**src/rtl/universal_register_n.sv**
```systemverilog
// rtl/universal_register_n.sv - WIDTH-bit universal register with multi-cycle shift/rotate
// Single-cycle ops complete on the accepting edge; shifts/rotates step one bit per clock.
module universal_register_n #(
  parameter int WIDTH   = 8,
  parameter int SHAMT_W = 3
) (
  input  logic               clk,
  input  logic               clr,
  input  logic               start,
  input  logic [2:0]         op,
  input  logic [SHAMT_W-1:0] shamt,
  input  logic [WIDTH-1:0]   load_data,
  input  logic               serial_in_r,
  input  logic               serial_in_l,
  output logic [WIDTH-1:0]   q,
  output logic               serial_out_r,
  output logic               serial_out_l,
  output logic               busy,
  output logic               done,
  output logic               carry,
  output logic               zero
);

  typedef enum logic [2:0] {
    OP_HOLD = 3'b000,
    OP_SHR  = 3'b001,
    OP_SHL  = 3'b010,
    OP_ROR  = 3'b011,
    OP_INC  = 3'b100,
    OP_DEC  = 3'b101,
    OP_LOAD = 3'b110,
    OP_CLR  = 3'b111
  } op_e;

  typedef enum logic {
    IDLE = 1'b0,
    RUN  = 1'b1
  } state_e;

  state_e             state_q, state_d;
  op_e                op_q, op_d;
  logic [SHAMT_W-1:0] count_q, count_d;
  logic [WIDTH-1:0]   reg_q, reg_d;
  logic               carry_q, carry_d;
  logic               done_q, done_d;

  always_ff @(posedge clk or negedge clr) begin
    if (!clr) begin
      state_q <= IDLE;
      op_q    <= OP_HOLD;
      count_q <= '0;
      reg_q   <= '0;
      carry_q <= 1'b0;
      done_q  <= 1'b0;
    end else begin
      state_q <= state_d;
      op_q    <= op_d;
      count_q <= count_d;
      reg_q   <= reg_d;
      carry_q <= carry_d;
      done_q  <= done_d;
    end
  end

  always_comb begin
    state_d = state_q;
    op_d    = op_q;
    count_d = count_q;
    reg_d   = reg_q;
    carry_d = carry_q;
    done_d  = 1'b0;
    case (state_q)
      IDLE: begin
        if (start) begin
          case (op_e'(op))
            OP_SHR, OP_SHL, OP_ROR: begin
              // A zero count behaves like hold: no RUN phase, immediate done.
              if (shamt == '0) begin
                done_d = 1'b1;
              end else begin
                op_d    = op_e'(op);
                count_d = shamt;
                state_d = RUN;
              end
            end
            OP_INC: begin
              {carry_d, reg_d} = {1'b0, reg_q} + {{WIDTH{1'b0}}, 1'b1};
              done_d = 1'b1;
            end
            OP_DEC: begin
              reg_d   = reg_q - {{(WIDTH-1){1'b0}}, 1'b1};
              carry_d = (reg_q == '0);
              done_d  = 1'b1;
            end
            OP_LOAD: begin
              reg_d   = load_data;
              carry_d = 1'b0;
              done_d  = 1'b1;
            end
            OP_CLR: begin
              reg_d   = '0;
              carry_d = 1'b0;
              done_d  = 1'b1;
            end
            default: begin
              done_d = 1'b1;
            end
          endcase
        end
      end
      RUN: begin
        case (op_q)
          OP_SHL: begin
            reg_d   = {reg_q[WIDTH-2:0], serial_in_l};
            carry_d = reg_q[WIDTH-1];
          end
          OP_ROR: begin
            reg_d   = {reg_q[0], reg_q[WIDTH-1:1]};
            carry_d = reg_q[0];
          end
          default: begin
            reg_d   = {serial_in_r, reg_q[WIDTH-1:1]};
            carry_d = reg_q[0];
          end
        endcase
        count_d = count_q - {{(SHAMT_W-1){1'b0}}, 1'b1};
        if (count_q == {{(SHAMT_W-1){1'b0}}, 1'b1}) begin
          state_d = IDLE;
          done_d  = 1'b1;
        end
      end
      default: begin
        state_d = IDLE;
      end
    endcase
  end

  assign q            = reg_q;
  assign serial_out_r = reg_q[0];
  assign serial_out_l = reg_q[WIDTH-1];
  assign busy         = (state_q == RUN);
  assign done         = done_q;
  assign carry        = carry_q;
  assign zero         = (reg_q == '0);

endmodule

```
**config.mk**
```make
export PLATFORM = sky130hd
export DESIGN_NAME = universal_register_n
export DESIGN_NICKNAME = d
export VERILOG_FILES = /design/src/rtl/universal_register_n.sv
export SDC_FILE = /design/constraint.sdc
export NUM_CORES = 1
export LEC_CHECK = 0
export BUFFER_PORTS_ARGS = -buffer_cell sky130_fd_sc_hd__buf_4
export CAP_MARGIN = 15
export CORE_MARGIN = 8
export CORE_UTILIZATION = 45
export CTS_CLUSTER_DIAMETER = 30
export DETAILED_ROUTE_END_ITERATION = 16
export PLACE_DENSITY = 0.82
export SLEW_MARGIN = 30
export SYNTH_ARGS = -nofsm -noshare
export SYNTH_HDL_FRONTEND = slang
export SYNTH_SLANG_ARGS = --single-unit
```
**constraint.sdc**
```tcl
create_clock -name clk -period 1.9 [get_ports clk]
set_input_delay 0.38 -clock clk [delete_from_list [all_inputs] [get_ports clk]]
set_output_delay 0.38 -clock clk [all_outputs]
set_load 0.005 [all_outputs]
```
# == Yosys cells after proc, flatten, opt, wreduce, memory -nomap -nowiden ==
# Index checks and enable logic that the tools add are counted.
# totals
reg_bits,17
inputBits,19
out_inout_bits,14
wordCells,56
# classes
add_sub_neg,3
eq_ne,15
n_mux,22
bitwise_logic,2
reduce_logical,8
# ops
op,n
one-hot mux 8 bit (2 select lines),2
one-hot mux 8 bit (4 select lines),1
== test 3 x 2 -> 1 bit (second input constant),4
== test 3 bit (second input constant),4
2-to-1 mux 1 bit,10
adder 8 x 1 -> 9 bit (second input constant),1
2-to-1 mux 3 bit,3
zero test 8 bit,1
2-to-1 mux 8 bit,1
subtractor 8 x 1 -> 8 bit (second input constant),1
== test 3 x 1 -> 1 bit (second input constant),2
one-hot mux 1 bit (2 select lines),3
one-hot mux 3 bit (2 select lines),1
!= test 5 x 1 -> 1 bit (second input constant),1
!= test 2 bit (second input constant),2
!= test 4 x 2 -> 1 bit (second input constant),1
AND reduction 2 bit,2
AND reduction 4 bit,1
zero test 3 bit,1
one-hot mux 1 bit (3 select lines),1
AND reduction 3 bit,1
OR reduction 3 bit,1
subtractor 3 x 1 -> 3 bit (second input constant),1
!= test 2 x 1 -> 1 bit (second input constant),1
2 further kinds,3

# == Longest topological paths before layout ==
# Gate-level depths: netlist of run 1.
# depth
word_depth,5
depth_mapped,8
mapped_depth_nobuf,7

# == Worst setup path before layout of run 1 ==
# OpenSTA, ideal clock, no wires.
# synth_path
kind,reg2reg
start,reg reg_q[0] (netlist: q[0])
end,reg reg_q[6] (netlist: q[6])
setup_time_ns,0.140
arrival_time_ns,1.694
required_time_ns,1.760
setup_slack_ns,0.065
path_stages_with_launch,9
path_buffers,1
synth_period_minus_slack_ns,1.835
path_cell_list,dfrtp_1 > buf_6 > inv_1 > ha_1 > or3b_2 > nor3_1 > nor3b_1 > o21ai_0 > o211ai_1
# synth_between
elab_chain_cells,4
elab_cells_between_ends,5
cone_classes,add/sub (2); mux (3)
# synth_lines
element,line_no,text
start: declaration,43,"logic [WIDTH-1:0] reg_q, reg_d;"
start signal: assignment,59,reg_q <= reg_d;
subtractor 8 x 1 -> 8 bit / adder 8 x 1 -> 9 bit (equally long branches),"91, 87",
one-hot mux 8 bit (4 select lines) *,75,case (op_e'(op))
2-to-1 mux 8 bit *,74,if (start) begin
one-hot mux 8 bit (2 select lines) *,72,case (state_q)
# Mark *: on every way between the ends. The rest lies on a longest branch, timed or not. The select of a mux whose other input is x is not followed.
# A chain may end at the register's enable or synchronous reset.

# == Worst setup path in the final report of run 1 ==
# Same ends and word-level chain as after synthesis.

==> metrics.md, run 1 <==
| Metric | Value |
|---|---|
| R2R depth | 7 |
| Worst vdd ir | 0.623 mV |
| Clk sinks | 17 |
| Share of flip-flops with an asynchronous set or reset | 1.00 |
| Critical path depth | 7 |
| Type of the tightest min-delay check | primary input to flop |
| Half-perimeter wire length of the detailed placement result | 2940 um |
| Share of cells above drive strength 1 | 0.294 |
| Min-Delay Path Depth | 3 |
| Global-route wire length before repair | 6350 um |
| Leakage power summed over all cells | 0.816 nW |
| Pin count of the biggest net entering global routing | 18 |
| Headroom to the max-slew limit | 0.706 |
| Final routed DRC violation total | 0 |
| Worst endpoint data arrival time | 2.01 ns |
| Share of Yosys cell area claimed by the top area cell type | 0.302 |
| Layout Nets | 226 |
| Synth top area cells | sky130_fd_sc_hd__dfrtp_1 30%, sky130_fd_sc_hd__mux2i_1 8.5%, sky130_fd_sc_hd__ha_1 4.4%, sky130_fd_sc_hd__o21ai_0 4.3%, sky130_fd_sc_hd__a21oi_1 3.9% |
| Total routing resource utilization after global routing | 0.150 |
| Slowest stage cell, crit path | sky130_fd_sc_hd__or3b_2 |
| Critical path, cell by cell | inv_1, ha_1, or3b_2, nor3_2, nor3b_1, o21ai_0, o211ai_1 |
| Overall via count from detail_route | 1391 |
| Element type at the critical path end | flop |
| Count of placed standard cells including taps | 229 |
| Hold violation total from the final report | 0 |
| Final standard cell count with taps included and fillers excluded | 234 |
| Portion of the clock cycle consumed by the worst path in the final layout | 0.961 |
| Starting Density | 0.469 |
| Detailed Route WL | 3800 um |
| TritonCTS clock tree | done |
| Final core utilization | 0.580 |
| Post-Synthesis Mean Instance Area | 8.43 um2 |
| Number of global-route vias before repair | 1375 |
| Total nets after synthesis | 191 |
| Fill count | 292 |
| Worst-Skew Late Latency | 0.30 ns |
| Deepest level of the CTS H-tree | 1 |
| Skew final | 0.0102 ns |
| Final weighted congestion of routability-driven global placement | 0.908 |
| Xor and xnor area share after synthesis | 0.0311 |
| Post-detailed-route via-to-cell ratio | 5.94 |
| Antenna violations before repair | 0 |
| Min Tclk post-route | 1.83 ns |
| Clock Tree Buf Depth | 2 |
| Sort of element at the start of the critical path | flop |
| Synth Area in Compound Gates | 0.205 |
| Max-cap check violation count | 0 |
| Die Outline Area | 5170 um2 |
| Gate family responsible for the most delay along the worst path | simple AND/OR/NAND/NOR gates |
| Detailed-routing iteration count for the pre-antenna-repair pass | 4 |
| Die Width | 71.9 um |
| Area share of fa/ha/maj cells after synthesis | 0.0444 |
| Flip-flop cell with the highest count after synthesis | sky130_fd_sc_hd__dfrtp_1 |
| Count of buffer and inverter cells on the critical path | 1 |
| Data required time of the worst path | 2.08 ns |
| Residual overflow from global routing | 0 |
| Synthesized netlist cell count | 167 |
| Pwr per Cell Area | 1430 nW/um2 |
| Setup repair after global routing missed its margin | yes |
| Result of the run | complete, no violations |
| Synth Area in Simple Gates | 0.224 |
| Top fanout value on the critical path | 4 |
| Critical path type | flop to flop |
| Clock slew seen by the registers of the worst setup and hold paths | 0.11 ns |
| Count of input and output buffers | 32 |
| Final number of setup-violating endpoints | 0 |
| Count of antenna-violating nets left after detailed routing | 0 |
| Area of the mapped netlist | 1410 um2 |
| Post-detailed-route wirelength per cell | 16.2 um |
| Flops & latches, synth | 17 |
| Diode count | 0 |
| Transition at the pin with the smallest max-transition slack | 0.441 ns |
| Number of enable flip-flop cells after synthesis | 0 |
| Total CTS buffers | 3 |
| Most area-hungry cell type in the Yosys netlist | sky130_fd_sc_hd__dfrtp_1 |
| Area added between synthesis and finish | 23.8% |
| Unique masters post-synth | 44 |
| Achievable clock frequency | 548 MHz |
| Worst path max stage delay | 0.47 ns |
| Pins over their slew limit | 0 |
| Violation count after the first detailed-routing iteration | 122 |
| Core region area | 3000 um2 |
| Num ports | 33 |
| Count of yosys warnings during synthesis | 0 |
| Site Rows | 20 |
| Sequential area share after synthesis | 0.302 |
| Clock Root Buffer | sky130_fd_sc_hd__clkbuf_4 |
| Post-CTS setup-driven buffer insertion count | 0 |
| Main combinational cell family by area after synthesis | simple AND/OR/NAND/NOR gates |
| Die Y-Extent | 71.9 um |
| Multiplexer share of the synthesized area | 0.117 |
flip-flops by register name, indices dropped and copies added (netlist names):
name	count
busy	1
carry	1
count_q	3
done	1
op_q	3
q	8
power breakdown:
part           total (mW)  internal (mW)  switching (mW)
registers           0.772          0.534           0.238
clock network       0.205         0.0784           0.126
logic                1.51          0.791           0.723
total                2.49           1.40            1.09
cell usage after synthesis, types with 5 or more instances:
| cell type | number |
|---|---|
| sky130_fd_sc_hd__a21oi_1 | 11 |
| sky130_fd_sc_hd__clkbuf_1 | 7 |
| sky130_fd_sc_hd__dfrtp_1 | 17 |
| sky130_fd_sc_hd__ha_1 | 5 |
| sky130_fd_sc_hd__inv_1 | 7 |
| sky130_fd_sc_hd__mux2i_1 | 12 |
| sky130_fd_sc_hd__nand2_1 | 11 |
| sky130_fd_sc_hd__nor2_1 | 14 |
| sky130_fd_sc_hd__nor3_1 | 6 |
| sky130_fd_sc_hd__o21ai_0 | 12 |
repair_timing:
item,4_1_cts,5_1_grt
setup endpoints to repair,0,2
hold buffers,1,0
gates resized for setup,0,2
endpoints found under the hold margin,17,0
path summary, 6_finish.rpt:
kind	startpoint	end	slack (ns)
max	q[0]	q[6]	0.07
min	shamt[2]	count_q[2]	0.31
max reg2reg	q[0]	q[6]	0.07
min reg2reg	count_q[0]	count_q[0]	0.51
max in group asynchronous	clr	q[4]	1.23
min in group asynchronous	clr	q[1]	0.46
metal layers:
metal / part of all wire / vias to the layer above / GRT usage
li1: - / 670 / -
met1: 0.43 / 657 / 0.187
met2: 0.47 / 58 / 0.241
met3: 0.081 / 6 / 0.0331
met4: 0.016 / 0 / 0.0680
met5: 0 / - / 0
stage by stage:
step / setup WS, ns / power (mW) / TNS, ns / hold slack (ns) / area, um2
2_1_floorplan: 0.0654 / 1.73 / 0 / 0.0844 / 1410
3_3_place_gp: 0.174 / 2.24 / 0 / 0.259 / 1700
3_5_place_dp: 0.0570 / 2.29 / 0 / 0.259 / 1700
4_1_cts: 0.0395 / 2.49 / 0 / 0.307 / 1740
5_1_grt: -0.0307 / 2.70 / -0.0307 / 0.335 / 1740
6_report: 0.0743 / 2.49 / 0 / 0.310 / 1740
kinds of logic (layout without fill, tap and decap cells):
family | count (synthesis) | in the layout
muxes | 16 | 16
xor gates and xnor gates | 5 | 5
and+or+nand+nor | 57 | 57
DFF | 17 | 17
buffers and inverters | 22 | 56
AOI/OAI and AO/OA | 45 | 45
adders and majority gates | 5 | 5
cell usage in the layout, fill, tap and decap left out, types with 2 or more instances in the layout:
cell                       count
sky130_fd_sc_hd__nor2_1       14
sky130_fd_sc_hd__buf_4        44
sky130_fd_sc_hd__ha_1          5
sky130_fd_sc_hd__xor2_1        3
sky130_fd_sc_hd__nor3b_1       2
sky130_fd_sc_hd__dfrtp_1      16
sky130_fd_sc_hd__inv_1         7
sky130_fd_sc_hd__and2_1        2
sky130_fd_sc_hd__a21o_1        2
sky130_fd_sc_hd__nand3_1       4
sky130_fd_sc_hd__a32oi_1       2
sky130_fd_sc_hd__mux2i_1      12
sky130_fd_sc_hd__mux2_2        4
sky130_fd_sc_hd__o22ai_1       2
sky130_fd_sc_hd__o21ai_0      12
sky130_fd_sc_hd__and3_1        4
sky130_fd_sc_hd__nand2_1      11
sky130_fd_sc_hd__xnor2_1       2
sky130_fd_sc_hd__nand2b_1      3
sky130_fd_sc_hd__a31oi_1       3
sky130_fd_sc_hd__o31ai_1       2
sky130_fd_sc_hd__nor3_1        5
sky130_fd_sc_hd__o211ai_1      2
sky130_fd_sc_hd__a21oi_1      11
sky130_fd_sc_hd__nor2b_1       4
sky130_fd_sc_hd__clkbuf_4      3
worst min-delay path, cell delays in order:
cell	delay (ns)
sky130_fd_sc_hd__buf_4	0.08
sky130_fd_sc_hd__a21oi_1	0.05
sky130_fd_sc_hd__o21ai_0	0.06
layout make-up:
cell class              instances  area [um2]  area share
clock buffers                   3        22.5      0.0129
well taps                      33        41.3      0.0237
inverters                       7        26.3      0.0151
flip-flops and latches         17         427       0.245
clock inverters                 1        5.00     0.00287
repair buffers                 45         340       0.195
multi-input cells             128         881       0.505
Power figures use the tool's default switching activity.
==> run 2, diff against run 1 <==
GPL_TIMING_DRIVEN = 0   (was not set)
REMOVE_ABC_BUFFERS = 1   (was not set)
==> metrics.md, run 2 (synthesis results as in run 1) <==
| Metric | Value |
|---|---|
| Result of the run | complete, no violations |
| Total routing resource utilization after global routing | 0.147 (-0.00286) |
| Switching Fraction | 0.447 (+0.0110) |
| Global-route wire length before repair | 6240 um (-1.8%) |
| Max-cap check violation count | 0 (unchanged) |
| Clock Tree Buf Depth | 2 (unchanged) |
| Deepest level of the CTS H-tree | 1 (unchanged) |
| Fill count | 304 (+4.1%) |
| Setup repair after global routing missed its margin | no |
| Critical path depth | 5 (-2) |
| R2R depth | 5 (-2) |
| Area added between synthesis and finish | 21.1% |
| Final core utilization | 0.568 (-0.0129) |
| Total CTS buffers | 3 (unchanged) |
| Count of placed standard cells including taps | 218 (-4.8%) |
| Worst-Skew Late Latency | 0.30 ns (about the same) |
| Number of global-route vias before repair | 1296 (-5.7%) |
| Starting Density | 0.469 (unchanged) |
| Layout Nets | 219 (-3.1%) |
| Site Rows | 20 (unchanged) |
| Die Y-Extent | 71.9 um (unchanged) |
| Worst endpoint data arrival time | 2.04 ns (+0.03 ns) |
| Gate family responsible for the most delay along the worst path | simple AND/OR/NAND/NOR gates |
| Post-detailed-route wirelength per cell | 16.5 um (+1.9%) |
| Transition at the pin with the smallest max-transition slack | 0.465 ns (+0.0239 ns) |
| Headroom to the max-slew limit | 0.690 (-0.0160) |
| Half-perimeter wire length of the detailed placement result | 2660 um (-9.6%) |
| Worst path max stage delay | 0.58 ns (+0.11 ns) |
| Top fanout value on the critical path | 12 (+8) |
| Worst vdd ir | 0.676 mV (+8.5%) |
| Antenna violations before repair | 0 (unchanged) |
| Relative contribution of the clock network to total power | 0.086 (+0.004) |
| Hold Startpoint | shamt[2] |
| Startpoint of the most critical register-to-register path | q[2] |
| TritonCTS clock tree | done |
| Final number of setup-violating endpoints | 0 (unchanged) |
| Overall via count from detail_route | 1346 (-3.2%) |
| Count of buffer and inverter cells on the critical path | 0 (-1) |
| Reg-to-reg endpoint | q[5] |
| Clock Root Buffer | sky130_fd_sc_hd__clkbuf_4 |
| Endpoint with the worst hold slack | count_q[2] |
| Count of antenna-violating nets left after detailed routing | 0 (unchanged) |
| Element type at the critical path end | flop |
| Post-detailed-route via-to-cell ratio | 5.93 (-0.25%) |
| Most used cells in the layout excluding fill and tap cells | 37 x sky130_fd_sc_hd__buf_4, 14 x sky130_fd_sc_hd__nor2_1, 12 x sky130_fd_sc_hd__mux2i_1, 12 x sky130_fd_sc_hd__dfrtp_1 |
| Pins over their slew limit | 0 (unchanged) |
| Post-route cell area | 1700 um2 (-2.2%) |
| Slowest stage cell, crit path | sky130_fd_sc_hd__or4_4 |
| Hold violation total from the final report | 0 (unchanged) |
| Placed Instance Area | 1620 um2 (-4.6%) |
| Worst reg-to-reg setup slack | 0.05 ns (-0.02 ns) |
| Internal power | 1.34 mW (-4.7%) |
| Pwr per Cell Area | 1420 nW/um2 (-0.58%) |
| Setup TNS | 0 ns (unchanged) |
| Final routed DRC violation total | 0 (unchanged) |
| Min-Delay Path Depth | 3 (unchanged) |
| Detailed Route WL | 3750 um (-1.2%) |
| Pin count of the biggest net entering global routing | 18 (unchanged) |
| Most frequent standard cell in the layout excluding fill and tap cells | sky130_fd_sc_hd__buf_4 |
| Critical path type | flop to flop |
| Skew final | 0.0142 ns (+0.00404 ns) |
| Clk sinks | 17 (unchanged) |
| Final standard cell count with taps included and fillers excluded | 227 (-3.0%) |
| Count of input and output buffers | 32 (unchanged) |
| Share of cells above drive strength 1 | 0.299 (+0.00544) |
| Min Tclk post-route | 1.85 ns (+0.0219 ns) |
| Achievable clock frequency | 541 MHz (-1.2%) |
| Residual overflow from global routing | 0 (unchanged) |
| Data required time of the worst path | 2.10 ns (+0.02 ns) |
| Post-route worst setup slack | 0.0524 ns (-0.0219 ns) |
| Final weighted congestion of routability-driven global placement | 0.947 (+4.3%) |
| Diode count | 0 (unchanged) |
| Largest register FFs | 8 (unchanged) |
| Final Total Pwr | 2.42 mW (-2.8%) |
| Portion of the clock cycle consumed by the worst path in the final layout | 0.972 (+0.0115) |
| Clock slew seen by the registers of the worst setup and hold paths | 0.12 ns (about the same) |
| Type of the tightest min-delay check | primary input to flop |
| Leakage power summed over all cells | 0.775 nW (-5.0%) |
| Part of the power in combinational logic | 0.549 (-0.059) |
| Die Outline Area | 5170 um2 (unchanged) |
| Die Width | 71.9 um (unchanged) |
| Sort of element at the start of the critical path | flop |
| Num ports | 33 (unchanged) |
| Setup slack after placement | -0.0866 ns (-0.144 ns) |
| Core region area | 3000 um2 (unchanged) |
| Worst-case hold slack | 0.317 ns (+0.00647 ns) |
| Sequential power share | 0.365 (+0.055) |
| Switching power | 1.08 mW (-0.34%) |
| Violation count after the first detailed-routing iteration | 72 (-41%) |
| Detailed-routing iteration count for the pre-antenna-repair pass | 4 (unchanged) |
| Critical path, cell by cell | or4_4, nor2_1, xor2_1, a221oi_1, a21oi_1 |
## run 2: changes by cell type in the layout (fill, tap and decap cells not counted), sizes merged
cell | previous run | this run
buf | 44 | 37
clkinvlp | 0 | 1
inv | 7 | 6
## run 2: area by class of cell
cell class	instances	area, um2	share of cell area
flip-flops and latches	17	432	0.253
well taps	33	41.3	0.0242
clock inverters	1	5.00	0.00294
inverters	7	30.0	0.0176
multi-input cells	128	886	0.520
clock buffers	3	22.5	0.0132
repair buffers	38	288	0.169
## run 2: tightest hold or removal path, cell delays in order
cell                      delay [ns]
sky130_fd_sc_hd__buf_4          0.08
sky130_fd_sc_hd__a21oi_1        0.05
sky130_fd_sc_hd__o21ai_0        0.06
## run 2: worst max path at each step
stage                  from   end
floorplan           op_q[0]  q[2]
global placement    op_q[0]  q[2]
detailed placement     q[0]  q[6]
CTS                    q[1]  q[6]
global route           q[4]  zero
finish                 q[2]  q[5]
## run 2: repair_timing
item                                   CTS  global route
endpoints found under the hold margin   17             0
hold buffers                             1             0
gates resized for setup                  2             6
buffers inserted                         2             2
setup endpoints to repair                3             5
## run 2: routing by layer
metal,part of all wire,wire length [um],GRT usage,up-vias
met4,0.020,74,0.0612,0
met3,0.063,238,0.0248,8
met1,0.43,1600,0.183,629
met2,0.49,1840,0.244,53
li1,-,-,-,656
met5,0,0,0,-
## run 2: power by group through the flow
stage	logic, mW	registers [mW]	clock network [mW]
final	1.33	0.884	0.208
after detailed placement	1.21	0.903	0
after global routing	1.49	0.914	0.225
after floorplan	0.786	0.816	0
after global placement	1.16	0.899	0
after CTS	1.28	0.874	0.207
